`src/rtl/regbank_write_sequencer_pkg.sv`:
```
// Shared constants and FSM state encoding for the register-bank write sequencer.
package regbank_write_sequencer_pkg;

    localparam int REG_SEL_W = 3;
    localparam int DATA_W    = 16;

    typedef enum logic [1:0] {
        ST_IDLE  = 2'd0,
        ST_READ  = 2'd1,
        ST_EXEC  = 2'd2,
        ST_WRITE = 2'd3
    } state_t;

endpackage

```
`src/rtl/regbank_write_sequencer_onehot_decoder.sv`:
```
// Index to one-hot decoder; output is all zeros when enable is low.
module onehot_decoder #(
    parameter int IN_W  = 3,
    parameter int OUT_W = 8
) (
    input  logic [IN_W-1:0]  idx,
    input  logic             enable,
    output logic [OUT_W-1:0] onehot
);

    // Set the single bit selected by idx when enabled.
    always_comb begin
        onehot = '0;
        for (int i = 0; i < OUT_W; i++) begin
            if (enable && (idx == IN_W'(i))) begin
                onehot[i] = 1'b1;
            end
        end
    end

endmodule

```
`src/rtl/regbank_write_sequencer.sv`:
```
// Single-issue sequencer: reads two source registers, hands them to the ALU,
// waits for alu_done (bounded by TIMEOUT) and writes the result back to rd
// with a one-cycle one-hot enable pulse.
//
// Handshake: an instruction transfers on a rising edge where instr_valid and
// instr_ready are both high. instr_ready is high only in IDLE; while it is low
// the upstream holds its fields and the sequencer ignores them.
module regbank_write_sequencer
    import regbank_write_sequencer_pkg::*;
#(
    parameter int DATA_W  = 16,
    parameter int NREG    = 8,
    parameter int TIMEOUT = 15
) (
    input  logic                 clk,
    input  logic                 reset,
    input  logic                 instr_valid,
    output logic                 instr_ready,
    input  logic [REG_SEL_W-1:0] rd,
    input  logic [REG_SEL_W-1:0] rs0,
    input  logic [REG_SEL_W-1:0] rs1,
    input  logic [DATA_W-1:0]    Operand0,
    input  logic [DATA_W-1:0]    Operand1,
    output logic [REG_SEL_W-1:0] sel0,
    output logic [REG_SEL_W-1:0] sel1,
    output logic [DATA_W-1:0]    alu_a,
    output logic [DATA_W-1:0]    alu_b,
    output logic                 alu_start,
    input  logic                 alu_done,
    input  logic [DATA_W-1:0]    alu_result,
    output logic [DATA_W-1:0]    ALUresult,
    output logic [NREG-1:0]      en,
    output logic                 err_timeout,
    output logic [15:0]          wr_count,
    output state_t               fsm_state
);

    state_t               state;
    logic [REG_SEL_W-1:0] rd_q;
    logic [7:0]           tmo_cnt;
    logic                 wr_fire;
    logic [NREG-1:0]      en_next;

    // A write is launched only from EXEC when the ALU reports completion.
    assign wr_fire     = (state == ST_EXEC) && alu_done;
    assign instr_ready = (state == ST_IDLE);
    assign fsm_state   = state;

    onehot_decoder #(
        .IN_W  (REG_SEL_W),
        .OUT_W (NREG)
    ) u_dec (
        .idx    (rd_q),
        .enable (wr_fire),
        .onehot (en_next)
    );

    // Sequencer FSM with registered outputs; en is the registered decoder
    // output, so it is nonzero only in the WRITE cycle.
    always_ff @(posedge clk) begin
        if (reset) begin
            state       <= ST_IDLE;
            rd_q        <= '0;
            sel0        <= '0;
            sel1        <= '0;
            alu_a       <= '0;
            alu_b       <= '0;
            alu_start   <= 1'b0;
            ALUresult   <= '0;
            en          <= '0;
            err_timeout <= 1'b0;
            wr_count    <= '0;
            tmo_cnt     <= '0;
        end else begin
            alu_start   <= 1'b0;
            err_timeout <= 1'b0;
            en          <= en_next;
            case (state)
                ST_IDLE: begin
                    if (instr_valid) begin
                        rd_q  <= rd;
                        sel0  <= rs0;
                        sel1  <= rs1;
                        state <= ST_READ;
                    end
                end
                ST_READ: begin
                    // Bank has been driven from the registered sels for a full cycle.
                    alu_a     <= Operand0;
                    alu_b     <= Operand1;
                    alu_start <= 1'b1;
                    tmo_cnt   <= '0;
                    state     <= ST_EXEC;
                end
                ST_EXEC: begin
                    if (alu_done) begin
                        ALUresult <= alu_result;
                        state     <= ST_WRITE;
                    end else if (tmo_cnt == 8'(TIMEOUT - 1)) begin
                        // This is the TIMEOUT-th EXEC cycle without completion.
                        err_timeout <= 1'b1;
                        state       <= ST_IDLE;
                    end else begin
                        tmo_cnt <= tmo_cnt + 8'd1;
                    end
                end
                ST_WRITE: begin
                    wr_count <= wr_count + 16'd1;
                    state    <= ST_IDLE;
                end
                default: state <= ST_IDLE;
            endcase
        end
    end

endmodule

```
`config.mk`:
```
export PLATFORM = sky130hd
export DESIGN_NAME = regbank_write_sequencer
export DESIGN_NICKNAME = d
export VERILOG_FILES = /design/src/rtl/regbank_write_sequencer_pkg.sv /design/src/rtl/regbank_write_sequencer_onehot_decoder.sv /design/src/rtl/regbank_write_sequencer.sv
export SDC_FILE = /design/constraint.sdc
export NUM_CORES = 1
export LEC_CHECK = 0
export BUFFER_PORTS_ARGS = -buffer_cell sky130_fd_sc_hd__buf_2
export CAP_MARGIN = 15
export CELL_PAD_IN_SITES_DETAIL_PLACEMENT = 0
export CELL_PAD_IN_SITES_GLOBAL_PLACEMENT = 2
export CORE_ASPECT_RATIO = 1.1
export CORE_MARGIN = 10
export CORE_UTILIZATION = 26
export DETAILED_ROUTE_END_ITERATION = 16
export PLACE_DENSITY = 0.87
export SLEW_MARGIN = 25
export SYNTH_ARGS = -nofsm -noshare
export SYNTH_HDL_FRONTEND = slang
export SYNTH_SLANG_ARGS = --single-unit
```
`constraint.sdc`:
```
create_clock -name clk -period 2 [get_ports clk]
set_input_delay 0.1 -clock clk [delete_from_list [all_inputs] [get_ports clk]]
set_output_delay 0.1 -clock clk [all_outputs]
set_load 0.03 [all_outputs]
```
==> impl_metrics.yaml <==
timing:
  hold_violations: 0
  timing.final.crit_share: 0.947
  hold-worst-slack_ps: 13.7
  grt_setup_unrepaired: "no"
  finalMaxSlewViolations: 0
  finalCriticalPeriod_ps: 1890
  setup_tns_ps: 0
  tightest_slew_ps: 469
  fin_skew_ps: 5.86
  fmax_mhz: 528
  relSlewSlack: 0.687
  setup_viol: 0
clock_network:
  tritoncts: "done"
  cts.sinks: 93
  numCtsBuffers: 9
  cts_resized: 0
  clockBufferDepth: 2
  ctsRootBufferMaster: "clkbuf_16"
  clk_pin_slew_worst_paths_ps: 60
  clk_latency_ps: 340
  cts_setup_buffers: 0
  cts_hold_buffers: 50
  cts.htree.levels: 3
logic_synthesis:
  async_flop_share: 0
  yosysTopAreaCellShare: 0.534
  yosysWarnings: 0
  synth_common_cells: "126 x nand2_1, 93 x dfxtp_1, 63 x a21oi_1, 19 x nor2_1, 14 x clkbuf_1"
  syn-num-nets: 480
  synth_seq_cells: 93
  netlist_area_um2: 3480
  synth_edf_count: 0
  postSynthAreaPerCell_um2: 8.38
  ys_types: 35
  synthCells: 416
  ys_seq_area_frac: 0.534
  yosysTopAreaCell: "dfxtp_1"
  synth_area_leaders: "dfxtp_1 53%, nand2_1 14%, a21oi_1 9.0%"
  yosysMostFrequentCell: "nand2_1"
  synth_flop_cell: "dfxtp_1"
power_and_ir_drop:
  leakage_nw: 2.24
  p_per_area_nw_per_um2: 812
  max-vdd-ir-drop_mv: 0.299
routing:
  wl_met1_mm: 4.52
  drt_iter0_drc: 156
  ant_nets: 0
  met3WireLength_um: 676
  wl_met2_mm: 5.48
  drc: 0
  highest_layer: "met4"
  viasPerCell: 4.49
  detail_route.first_pass.iterations: 4
  routed_wl_mm: 10.8
  avgRoutedWirePerCell_um: 14.1
  vias: 3449
final_layout:
  diodes: 0
  fillers: 1327
  multi_input_area_um2: 1510
  drive_gt1_frac: 0.283
  area_growth_pct: 48.3
  layout.nets: 667
  regArea_um2: 1860
grt:
  grt_pass1_wl_mm: 17.3
  grt_usage: 0.116
  grt_max_degree: 42
  overflow: 0
  antenna_found_initial: 0
  grt_pass1_vias: 3463
worst_setup_path:
  arrival_ps: 2170
  start_kind: "register"
  path_cells: "ha_1 -> or4b_4 -> o31ai_4 -> mux2_4 -> nor2_1"
  worst_path_largest_cell_delay_ps: 490
  slowest_stage: "or4b_4"
  timing.rr.start: "tmo_cnt[1]"
  required_ps: 2270
  cp_max_fo: 7
  critPathBufInv: 0
  path_class: "reg -> reg"
  startpoint: "tmo_cnt[1]"
  critPathTopFamily: "simple AND/OR/NAND/NOR gates"
  critPathCaptureType: "register"
placement:
  numPortBuffers: 143
  place_hpwl_mm: 7.60
  place_congestion: 0.730
floorplanning:
  core_um2: 13200
  fp.dieH_um: 141
  rows: 44
  die_area_um2: 18400
  start_util: 0.265
  fp.dieW_um: 130
  ios: 144
hold_path:
  hold_path.class: "in -> reg"
  hp-start: "Operand0[6]"
flow_run:
  maxCapViolations: 0
status:
  status: "finished clean"
## placed cells by master, fill, tap and decap left out, types with 3 or more instances in the layout
master         Yosys  routed
xor2_1            12      12
buf_2              8     143
o211ai_1           3       3
dfxtp_1           93      93
or3_1              7       7
a21oi_1           63      63
and2_1             4       4
nor3_1             5       5
nand4_1            8       8
dlygate4sd3_1      0      50
nand3_1           11      11
clkbuf_16          0       9
o21ai_0            3       3
a31oi_1            3       3
nor2_1            19      19
nor3b_1            7       7
ha_1               3       3
and4_1             3       3
buf_4              0       8
nand2_1          126     126
## through the flow
step                      std cells  area [µm²]  utilization  setup slack [ps]  power, mW
after global placement          703        4380        0.333               190       2.47
after global routing            768        5170        0.393              20.6       4.41
after detailed placement        703        4380        0.333               121       2.48
after floorplan                 416        3480            -               213       2.29
after CTS                       768        5170        0.393               104       4.28
final                           768        5170        0.393               107       4.20
## power breakdown
group          switching (mW)  internal [mW]  total (mW)
Sequential             0.0449           1.92        1.96
Combinational           0.329          0.218       0.548
Clock                   0.693          0.994        1.69
Total                    1.07           3.13        4.20
## kinds of logic after synthesis
kind of cell | count (synthesis) | share of synthesized area
buffers and inverters | 28 | 0.0330
DFF | 93 | 0.534
and+or+nand+nor | 201 | 0.262
AOI/OAI and AO/OA | 76 | 0.120
adders and majority gates | 3 | 0.0108
muxes | 2 | 0.00718
xor gates and xnor gates | 13 | 0.0327
## per-layer routing
layer  GRT usage  up-vias
li1            -     1761
met1       0.126     1599
met2       0.204       80
met3      0.0373        9
met4      0.0404        0
met5           0        -
## state kept, by name (all words and copies together) (netlist names), 2 cells and up
signal / count
ALUresult: 16
alu_a: 16
alu_b: 16
en: 8
fsm_state: 2
rd_q: 3
sel0: 3
sel1: 3
tmo_cnt: 8
wr_count: 16
## cell type report
type | count | share of cell area
Clock inverter | 4 | 0.00944
Sequential cell | 93 | 0.360
Tap cell | 161 | 0.0390
Clock buffer | 11 | 0.0470
Multi-Input combinational cell | 295 | 0.292
Inverter | 2 | 0.00145
Timing Repair Buffer | 202 | 0.251
## final timing paths
path / end / slack (ps) / cells after the start
max: tmo_cnt[1] / 110 / 5
min: alu_a[6] / 10 / 3
max reg2reg: tmo_cnt[1] / 110 / 5
min reg2reg: alu_a[10] / 450 / 2
## worst min-delay path, delay by kind of cell
| family | cells | cell delay (ps) |
|---|---|---|
| and+or+nand+nor | 1 | 50 |
| buffers and inverters | 1 | 100 |
| AOI/OAI and AO/OA | 1 | 50 |
Power figures use the tool's default switching activity.
